File: config.mk
export PLATFORM = sky130hd
export DESIGN_NAME = bcd_display_scanner
export DESIGN_NICKNAME = d
export VERILOG_FILES = /design/src/rtl/bcd_display_scanner.sv
export SDC_FILE = /design/constraint.sdc
export NUM_CORES = 1
export LEC_CHECK = 0
export BUFFER_PORTS_ARGS = -buffer_cell sky130_fd_sc_hd__buf_2
export CORE_UTILIZATION = 55
export CTS_CLUSTER_SIZE = 28
export DETAILED_ROUTE_END_ITERATION = 8
export PLACE_DENSITY_LB_ADDON = 0.08
export SYNTH_ARGS = -nofsm -noshare
export SYNTH_HDL_FRONTEND = slang
export SYNTH_SLANG_ARGS = --single-unit
File: constraint.sdc
create_clock -name clk -period 3.5 [get_ports clk]
set_clock_uncertainty 0.2 [all_clocks]
set_input_delay 0.35 -clock clk [delete_from_list [all_inputs] [get_ports clk]]
set_output_delay 0.35 -clock clk [all_outputs]
set_load 0.005 [all_outputs]
File: src/rtl/bcd_display_scanner.sv
// Three-digit multiplexed common-anode 7-segment scanner with dead time and frame tick.
// Optional leading-zero blanking is enabled by defining BCD_SCAN_LZB_EN.
module bcd_display_scanner #(
  parameter int PRESCALE = 50000,
  parameter int DEAD     = 2,
  parameter int CNT_W    = 16
) (
  input  logic       clk,
  input  logic       rst_n,
  input  logic       load,
  input  logic [3:0] ones,
  input  logic [3:0] tens,
  input  logic [1:0] hundreds,
  output logic [2:0] an_n,
  output logic [6:0] seg_n,
  output logic       frame_tick
);

  typedef enum logic [1:0] {SLOT_ONES, SLOT_TENS, SLOT_HUND, SLOT_BAD} slot_t;

  slot_t            slot, slot_nxt;
  logic [CNT_W-1:0] cnt, cnt_nxt;
  logic [3:0]       ones_q, tens_q;
  logic [1:0]       hund_q;
  logic [3:0]       digit;
  logic [2:0]       sel, an_d;
  logic [6:0]       seg_d;
  logic             wrap, blank, lit, tick_d;

  function automatic logic [6:0] seg_decode(input logic [3:0] d);
    case (d)
      4'd0:    seg_decode = 7'b1000000;
      4'd1:    seg_decode = 7'b1111001;
      4'd2:    seg_decode = 7'b0100100;
      4'd3:    seg_decode = 7'b0110000;
      4'd4:    seg_decode = 7'b0011001;
      4'd5:    seg_decode = 7'b0010010;
      4'd6:    seg_decode = 7'b0000010;
      4'd7:    seg_decode = 7'b1111000;
      4'd8:    seg_decode = 7'b0000000;
      4'd9:    seg_decode = 7'b0010000;
      default: seg_decode = 7'b0111111; // invalid BCD shows a dash
    endcase
  endfunction

  always_ff @(posedge clk or negedge rst_n) begin
    if (!rst_n) begin
      cnt    <= '0;
      slot   <= SLOT_ONES;
      ones_q <= '0;
      tens_q <= '0;
      hund_q <= '0;
    end else begin
      cnt  <= cnt_nxt;
      slot <= slot_nxt;
      if (load) begin
        ones_q <= ones;
        tens_q <= tens;
        hund_q <= hundreds;
      end
    end
  end

  always_comb begin
    wrap     = (cnt == CNT_W'(PRESCALE - 1));
    cnt_nxt  = wrap ? '0 : cnt + CNT_W'(1);
    slot_nxt = slot;
    tick_d   = 1'b0;
    if (wrap) begin
      case (slot)
        SLOT_ONES: slot_nxt = SLOT_TENS;
        SLOT_TENS: slot_nxt = SLOT_HUND;
        SLOT_HUND: begin
          slot_nxt = SLOT_ONES;
          tick_d   = 1'b1;
        end
        default:   slot_nxt = SLOT_ONES;
      endcase
    end
    // An unreachable slot value is forced back to ones without lighting anything.
    if (slot == SLOT_BAD) slot_nxt = SLOT_ONES;
  end

  always_comb begin
    digit = ones_q;
    sel   = 3'b111;
    case (slot)
      SLOT_ONES: begin digit = ones_q;          sel = 3'b110; end
      SLOT_TENS: begin digit = tens_q;          sel = 3'b101; end
      SLOT_HUND: begin digit = {2'b00, hund_q}; sel = 3'b011; end
      default:   begin digit = ones_q;          sel = 3'b111; end
    endcase
`ifdef BCD_SCAN_LZB_EN
    blank = ((slot == SLOT_HUND) && (hund_q == 2'd0)) ||
            ((slot == SLOT_TENS) && (hund_q == 2'd0) && (tens_q == 4'd0));
`else
    blank = 1'b0;
`endif
    lit   = (cnt >= CNT_W'(DEAD)) && !blank && (sel != 3'b111);
    an_d  = 3'b111;
    seg_d = 7'b1111111;
    if (lit) begin
      an_d  = sel;
      seg_d = seg_decode(digit);
    end
  end

  always_ff @(posedge clk or negedge rst_n) begin
    if (!rst_n) begin
      an_n       <= 3'b111;
      seg_n      <= 7'b1111111;
      frame_tick <= 1'b0;
    end else begin
      an_n       <= an_d;
      seg_n      <= seg_d;
      frame_tick <= tick_d;
    end
  end

endmodule
==> run_results.csv, run 1 <==
group,metric,value,unit
synthesis,synthSimpleGateAreaFrac,17.1,%
placed_design,portBuffers,23,
critical_path,regToRegStartpoint,"slot[0]",
sta,drv_slew,0,
outcome,status,"finished, final reports clean",
pwr,clock_power_share,31.0,%
worst_hold_path,hold_end,"ones_q[3]",
cts,cts_tree,"built",
critical_path,r2r_slack,1.18,ns
synthesis,synthXorXnorAreaFrac,6.06,%
cts,clock_latency,0.34,ns
sta,clock.fmax,431,MHz
pwr,p_int,642,uW
critical_path,required,3.54,ns
routing,drt_iter0_drc,53,
worst_hold_path,hp-class,"primary input to flip-flop",
synthesis,synth_compound_area_share,7.00,%
layout,drive_gt1_share,29.3,%
cts,clock_path_buffers,2,
critical_path,reg2reg_depth,8,
critical_path,end_kind,"flip-flop",
layout,final_common_cell,"dfrtp_1",
critical_path,critPathKind,"flip-flop to flip-flop",
critical_path,worstPathMaxFanout,9,
synthesis,synthFlopType,"dfrtp_1",
layout,n_antenna_cell,0,
synthesis,synth_edf_count,0,
synthesis,synthArstFlopShare,100,%
sta,hold_viol,0,
run,max-cap-violations,0,
synthesis,synth_top_family_by_area,"simple AND/OR/NAND/NOR gates",
critical_path,start_kind,"flip-flop",
routing,drc_errors,0,
placed_design,placed_cells,226,
synthesis,muxShareOfSynthArea,7.73,%
grt,grt_use_total,21.4,%
synthesis,yosysWarnings,0,
synthesis,netlist_instances,163,
pwr,p_sw,197,uW
die,coreArea,3150,sq um
synthesis,synthAdderAreaFrac,7.33,%
layout,fin_nets,214,
layout,area_growth,12.3,%
die,initial_core_util,59.6,%
grt,antenna_found_initial,0,
synthesis,ys_ff_latch,39,
die,die_h,60.4,um
synthesis,syn_nets,187,
pwr,switching_share,23.5,%
grt,grt_pass1_vias,1216,
routing,wl_per_cell,14.5,um
sta,fin_crit_sh,66.3,%
pwr,max-vdd-ir-drop,222,uV
sta,setup_violations,0,
die,die_area,3650,sq um
cts,cts_sinks,39,
die,die_x,60.4,um
worst_hold_path,hp-start,"ones[3]",
cts,ctsHtreeMaxLevel,2,
die,io-pin-count,24,
cts,ctsResizeCount,0,
cts,cts-root-buf,"clkbuf_4",
critical_path,arrival,2.36,ns
layout,stdcell_count,235,
layout,final_cell_mix,"29 x dfrtp_1, 23 x buf_2, 14 x nor2_1, 12 x mux2_2, 11 x ha_1",
placed_design,place_congestion,0.846,
critical_path,reg2reg_to,"seg_n[1]",
sta,slew_headroom,44.8,%
pwr,combPwrFrac,10.2,%
sta,grt_setup_unrepaired,"no",
die,rows,20,
routing,drtPass1Iterations,4,
layout,ff_latch_area,988,sq um
routing,ant_nets,0,
worst_hold_path,holdPathStages,2,
synthesis,synth.distinct_cells,34,
synthesis,synth_area,1880,sq um
layout,fillCellCount,256,
routing,wl,3410,um
sta,period_needed,2.32,ns
sta,fin_setup_tns,0,ns
grt,grt.overflow.total,0,
routing,vias,1324,
synthesis,ys_seq_area_share,52.6,%
cts,path_clk_slew,0.12,ns
sta,worst_pin_slew,0.824,ns
pwr,power.density,398,nW/um^2
grt,grt_pass1_wl,5640,um
cts,cts_made_buffers,5,
routing,vias_per_cell,5.63,
placed_design,place_hpwl,2500,um
layout,multi_input_area,848,sq um
pwr,seqPwrFrac,58.8,%
grt,grt_max_degree,40,
synthesis,avgSynthCellArea,11.5,sq um
pwr,p_leak,1.00,nW
kinds of logic (layout without fill, tap and decap cells):
family	Yosys count	in the layout
fa+ha+maj	11	11
mux	13	13
xor+xnor	13	13
simple gates	57	57
buf+inv	10	38
flops	39	39
compound gates	20	20
repair_timing:
action	in CTS	in global routing
hold buffers	1	0
setup buffers	0	0
endpoints found under the hold margin	29	0
synth_stat cells (2+ instances only):
library cell  number  area, sq um
or4_1              2         15.0
and2_1             2         12.5
inv_1              6         22.5
a211oi_1           2         15.0
nand4_1            6         37.5
and4_1             3         26.3
a21o_1             2         15.0
nand3_1            7         35.0
dfrtp_1           29          726
nor2b_1            2         12.5
dfstp_2           10          263
clkbuf_1           3         11.3
ha_1              11          138
xnor2_1            5         43.8
a31oi_1            3         18.8
nand2_1           10         37.5
mux2_2            12          135
a22oi_1            2         15.0
nor3_1             3         15.0
a21oi_1            3         15.0
and3_1             4         25.0
o21ai_0            4         20.0
xor2_1             8         70.1
nor2_1            14         52.6
area by class of cell:
class | count | area share, %
clock buffers | 8 | 3.26
inverters | 6 | 1.07
multi-input cells | 114 | 40.2
flip-flops and latches | 39 | 46.9
well taps | 44 | 2.61
repair buffers | 24 | 5.93
critical path, stage by stage, from the launching register on:
cell and delay, ns:
dfrtp_1 0.43, inv_1 0.11, ha_1 0.43, nor2_1 0.08, a21oi_1 0.36, inv_1 0.12
ha_1 0.22, a21oi_1 0.12, o221ai_1 0.14
registers in the layout (all words and copies together) (netlist names):
name and count:
an_n 3, cnt 16, frame_tick 1, hund_q 2, ones_q 4, seg_n 7
slot 2, tens_q 4
how the worst max path moves through the flow:
| stage | start | end | slack [ns] | depth (start not counted) |
|---|---|---|---|---|
| 6_report | slot[0] | seg_n[1] | 1.18 | 8 |
| 4_1_cts | slot[0] | seg_n[4] | 1.18 | 8 |
| 5_1_grt | slot[0] | seg_n[1] | 0.93 | 8 |
| 3_3_place_gp | slot[0] | seg_n[3] | 1.29 | 8 |
| 2_1_floorplan | slot[0] | seg_n[3] | 1.31 | 9 |
| 3_5_place_dp | slot[0] | seg_n[3] | 1.19 | 8 |
per-layer routing:
metal	part of all wire, %	up-vias	track usage (%)
li1	-	628	-
met1	46	658	29.5
met2	48	32	32.0
met3	4.6	6	4.48
met4	1.6	0	10.7
met5	0	-	0
through the flow:
step	area (sq um)	setup slack (ns)	total power [mW]	utilization [%]	hold slack (ns)
CTS	2110	1.18	0.846	66.9	0.0221
detailed placement	2030	1.19	0.588	64.4	0.297
global route	2110	0.926	0.878	66.9	0.0180
finish	2110	1.18	0.839	66.9	0.0264
global placement	2030	1.29	0.585	64.4	0.278
floorplan	1880	1.31	0.550	-	-0.146
power groups by stage:
| stage | Clock [mW] | Combinational (mW) | Sequential [mW] |
|---|---|---|---|
| CTS | 0.266 | 0.0866 | 0.494 |
| detailed placement | 0 | 0.0856 | 0.502 |
| finish | 0.260 | 0.0857 | 0.493 |
| floorplan | 0 | 0.0484 | 0.502 |
| global route | 0.283 | 0.0980 | 0.497 |
| global placement | 0 | 0.0823 | 0.502 |
Note: power is estimated with default switching activity, not from simulation.
==> inputs of run 2 (changes only) <==
Clock period 3.5 ns to 2.3 ns, I/O delays scaled along.
==> run 2 against run 1 <==
Net effect: combinational power rose by 77%; first-iteration DRC count rose by 25%; global-route usage rose by 1.2 points; routed wire length barely moved; non-clock buffer count rose by 13; maximum frequency rose by 7.8%; register-to-register slack got worse by 1.0 ns; worst hold slack improved by 0.10 ns; via count rose by 2.6%; critical path depth did not move; clock power rose by 27%; utilization rose by 3.5 points.
==> run_results.csv, run 2 (synthesized netlist as in run 1, its figures left out) <==
group,metric,value,unit
cts,ctsHtreeMaxLevel,2,
placed_design,placed_cells,228,
pwr,max-vdd-ir-drop,353,uV
sta,grt_setup_unrepaired,"yes",
routing,drc_errors,0,
routing,wl,3410,um
cts,clock_path_buffers,2,
placed_design,place_hpwl,2340,um
die,die_h,60.4,um
cts,cts_tree,"built",
pwr,power.density,555,nW/um^2
die,die_x,60.4,um
critical_path,reg2reg_depth,8,
critical_path,worstPathMaxFanout,9,
placed_design,place_congestion,0.768,
layout,largest_reg_flops,16,
placed_design,portBuffers,23,
cts,path_clk_slew,0.10,ns
critical_path,r2r_slack,0.15,ns
critical_path,regToRegStartpoint,"slot[0]",
sta,period_needed,2.15,ns
grt,grt.overflow.total,0,
routing,wl_per_cell,13.8,um
die,rows,20,
outcome,status,"finished, final reports clean",
sta,hold_viol,0,
routing,vias_per_cell,5.48,
grt,grt_max_degree,40,
grt,antenna_found_initial,0,
layout,drive_gt1_share,29.4,%
die,io-pin-count,24,
layout,fin_nets,227,
critical_path,start_kind,"flip-flop",
critical_path,startpoint,"slot[0]",
sta,fin_crit_sh,93.7,%
critical_path,reg2reg_to,"seg_n[1]",
pwr,p_leak,1.04,nW
layout,reg_top3,"cnt (16), seg_n (7)",
sta,timing.final.ws_setup,0.146,ns
layout,fillCellCount,242,
routing,vias,1359,
cts,cts-root-buf,"clkbuf_4",
worst_hold_path,hp-start,"load",
placed_design,placed_area,2040,sq um
sta,setup_violations,0,
die,coreArea,3150,sq um
sta,worst_pin_slew,0.903,ns
grt,grt_use_total,22.5,%
routing,ant_nets,0,
critical_path,arrival,2.18,ns
cts,cts_made_buffers,5,
routing,drt_iter0_drc,66,
sta,slew_headroom,39.5,%
routing,drtPass1Iterations,4,
placed_design,dpl_worst_slack,0.146,ns
layout,stdcell_count,248,
die,die_area,3650,sq um
cts,cts_sinks,39,
sta,drv_slew,0,
die,initial_core_util,59.6,%
grt,grt_pass1_wl,5890,um
critical_path,endpoint,"seg_n[1]",
pwr,power,1.23,mW
critical_path,critPathKind,"flip-flop to flip-flop",
layout,final_cell_mix,"29 x dfrtp_1, 23 x buf_2, 14 x nor2_1, 12 x mux2_2, 11 x dlygate4sd3_1",
sta,clock.fmax,464,MHz
cts,clock_latency,0.35,ns
critical_path,required,2.32,ns
worst_hold_path,hp-class,"primary input to flip-flop",
grt,grt_pass1_vias,1295,
layout,final_common_cell,"dfrtp_1",
layout,regMostFlops,"cnt",
critical_path,end_kind,"flip-flop",
run,max-cap-violations,0,
layout,area_growth,18.1,%
layout,n_antenna_cell,0,
layout,final_area,2220,sq um
run 2: how the worst min path moves through the flow:
stage | end | slack [ns] | cells after the start
3_5_place_dp | cnt[11] | 0.18 | 1
5_1_grt | hund_q[0] | 0.12 | 2
3_3_place_gp | cnt[13] | 0.16 | 1
2_1_floorplan | cnt[0] | -0.27 | 0
6_report | hund_q[0] | 0.13 | 2
4_1_cts | hund_q[0] | 0.10 | 2
run 2: area by class of cell:
cell class	instances	area, sq um	area share (%)
clock buffers	8	48.8	2.20
inverters	6	22.5	1.02
multi-input cells	114	856	38.6
repair buffers	37	248	11.2
flip-flops and latches	39	988	44.6
well taps	44	55.1	2.48
run 2: what timing repair did:
action                                  in CTS  in global routing
endpoints found under the setup margin       0                  5
hold buffers                                11                  0
endpoints found under the hold margin       39                  0
buffers inserted                             0                  1
resized for setup                            0                  3
run 2: where the power goes:
part | switching, mW | internal, mW
Clock | 0.208 | 0.122
Combinational | 0.0730 | 0.0787
Sequential | 0.0142 | 0.736
run 2: through the flow:
step           hold WS (ns)  TNS, ns  utilization (%)
5_1_grt               0.119  -0.0205             70.4
2_1_floorplan        -0.266        0                -
4_1_cts               0.104        0             69.9
6_report              0.128        0             70.4
3_5_place_dp          0.176        0             64.8
3_3_place_gp          0.158        0             64.8
run 2: critical path, stage by stage (launching register included):
cell,delay [ns]
dfrtp_1,0.44
inv_1,0.13
ha_2,0.33
nor2_1,0.11
a21o_1,0.18
inv_1,0.14
ha_1,0.25
a21oi_1,0.13
o221ai_1,0.13
run 2: routing by layer:
| metal | GRT usage [%] | wire (um) |
|---|---|---|
| met1 | 30.4 | 1640 |
| met5 | 0 | 0 |
| met3 | 5.97 | 119 |
| met2 | 34.2 | 1560 |
| met4 | 10.4 | 99 |
==> inputs of run 3 (changes only) <==
Clock period 2.3 ns to 2.1 ns, I/O delays scaled along.
==> run 3 against run 2 <==
Net effect: via count up 2.2%; largest cell class unchanged; sequential power up 9.6%; largest power group unchanged; register-to-register slack worse by 0.06 ns; critical path type unchanged; critical path depth down 4.
==> run_results.csv, run 3 (synthesized netlist as in run 1, its figures left out) <==
group,metric,value,unit
die,io-pin-count,24,
layout,final_common_cell,"dfrtp_1",
layout,fillCellCount,226,
sta,setup_violations,0,
grt,antenna_found_initial,0,
pwr,p_leak,1.09,nW
layout,area_growth,22.5,%
layout,final_area,2300,sq um
critical_path,reg2reg_depth,4,
critical_path,r2r_slack,0.08,ns
pwr,combPwrFrac,12.3,%
pwr,p_int,1.06,mW
run,max-cap-violations,0,
layout,regMostFlops,"cnt",
sta,slew_headroom,45.2,%
placed_design,place_congestion,0.849,
sta,fin_crit_sh,96.0,%
layout,stdcell_count,254,
grt,grt_use_total,23.7,%
cts,cts-root-buf,"clkbuf_4",
layout,final_cell_mix,"29 x dfrtp_1, 23 x buf_2, 14 x nor2_1, 12 x mux2_2, 11 x dlygate4sd3_1",
pwr,switching_share,23.7,%
sta,worst_pin_slew,0.822,ns
placed_design,placed_cells,233,
outcome,status,"finished, final reports clean",
cts,cts_tree,"built",
layout,largest_reg_flops,16,
layout,fin_nets,233,
routing,drt_iter0_drc,42,
cts,clock_latency,0.34,ns
sta,grt_setup_unrepaired,"yes",
sta,hold_viol,0,
grt,grt_pass1_wl,6230,um
worst_hold_path,holdPathStages,2,
critical_path,critPathKind,"flip-flop to flip-flop",
critical_path,endpoint,"slot[0]",
routing,vias_per_cell,5.47,
critical_path,start_kind,"flip-flop",
critical_path,regToRegStartpoint,"cnt[12]",
sta,timing.final.ws_setup,0.0837,ns
cts,path_clk_slew,0.11,ns
grt,grt.overflow.total,0,
cts,ctsHtreeMaxLevel,2,
grt,grt_max_degree,40,
routing,wl,3620,um
routing,wl_per_cell,14.3,um
die,die_x,60.4,um
placed_design,placed_area,2090,sq um
routing,drc_errors,0,
die,die_area,3650,sq um
sta,clock.fmax,496,MHz
routing,ant_nets,0,
sta,fin_setup_tns,0,ns
critical_path,worstPathMaxFanout,4,
critical_path,required,2.14,ns
worst_hold_path,hp-class,"primary input to flip-flop",
placed_design,dpl_worst_slack,-0.0946,ns
die,coreArea,3150,sq um
cts,cts_made_buffers,5,
die,die_h,60.4,um
pwr,power.density,602,nW/um^2
routing,vias,1389,
critical_path,end_kind,"flip-flop",
pwr,max-vdd-ir-drop,427,uV
placed_design,place_hpwl,2490,um
pwr,p_sw,328,uW
cts,clock_path_buffers,2,
grt,grt_pass1_vias,1415,
pwr,power,1.38,mW
pwr,clock_power_share,28.3,%
sta,drv_slew,0,
critical_path,startpoint,"cnt[12]",
pwr,seqPwrFrac,59.4,%
placed_design,portBuffers,23,
layout,reg_top3,"cnt (16), seg_n (7)",
critical_path,arrival,2.05,ns
layout,drive_gt1_share,35.2,%
critical_path,reg2reg_to,"slot[0]",
cts,cts_sinks,39,
sta,period_needed,2.02,ns
layout,n_antenna_cell,0,
die,initial_core_util,59.6,%
routing,drtPass1Iterations,4,
die,rows,20,
-- run 3: cell count changes in the layout (fill, tap and decap cells not counted), moves of 2 or more --
| cell | before | now |
|---|---|---|
| buf_4 | 3 | 9 |
| inv_1 | 6 | 3 |
| inv_2 | 0 | 3 |
| clkbuf_1 | 3 | 1 |
-- run 3: stage by stage --
step / hold WS, ns / utilization, %
floorplan: -0.286 / -
global placement: 0.135 / 66.2
detailed placement: 0.153 / 66.2
CTS: 0.0871 / 72.1
global route: 0.0936 / 72.9
finish: 0.105 / 72.9
-- run 3: final cells by class --
class | instances | area, sq um | share of cell area [%]
Clock inverter | 1 | 5.00 | 0.218
Multi-Input combinational cell | 114 | 881 | 38.3
Inverter | 6 | 22.5 | 0.979
Clock buffer | 7 | 55.1 | 2.39
Tap cell | 44 | 55.1 | 2.39
Sequential cell | 39 | 988 | 43.0
Timing Repair Buffer | 43 | 293 | 12.7
-- run 3: worst min-delay path by stage --
stage | end | start
after global placement | cnt[13] | rst_n
after CTS | hund_q[1] | load
final | ones_q[0] | load
after global routing | ones_q[0] | load
after floorplan | cnt[0] | rst_n
after detailed placement | cnt[12] | rst_n
-- run 3: worst max-delay path, cell delays in order, from the launching register on --
cell,delay [ns]
dfrtp_1,0.43
or4_4,0.57
nor4_4,0.20
a31oi_1,0.20
mux2_2,0.31
-- run 3: per-layer routing --
metal	GRT usage, %	share of wire (%)
met3	5.76	3.9
met1	29.7	45
met4	14.3	3.1
met5	0	0
met2	37.4	47
-- run 3: repair_timing --
| item | 4_1_cts | 5_1_grt |
|---|---|---|
| hold endpoints to repair | 39 | 0 |
| gates resized for setup | 3 | 7 |
| hold buffers | 11 | 0 |
| setup buffers | 2 | 0 |
| pin swaps | 0 | 1 |
| endpoints found under the setup margin | 5 | 9 |
-- run 3: power groups by stage --
stage          clock network [mW]  logic [mW]  registers [mW]
3_5_place_dp                    0       0.154           0.836
6_report                    0.392       0.170           0.822
2_1_floorplan                   0      0.0815           0.836
3_3_place_gp                    0       0.147           0.836
4_1_cts                     0.409       0.170           0.822
5_1_grt                     0.442       0.192           0.828
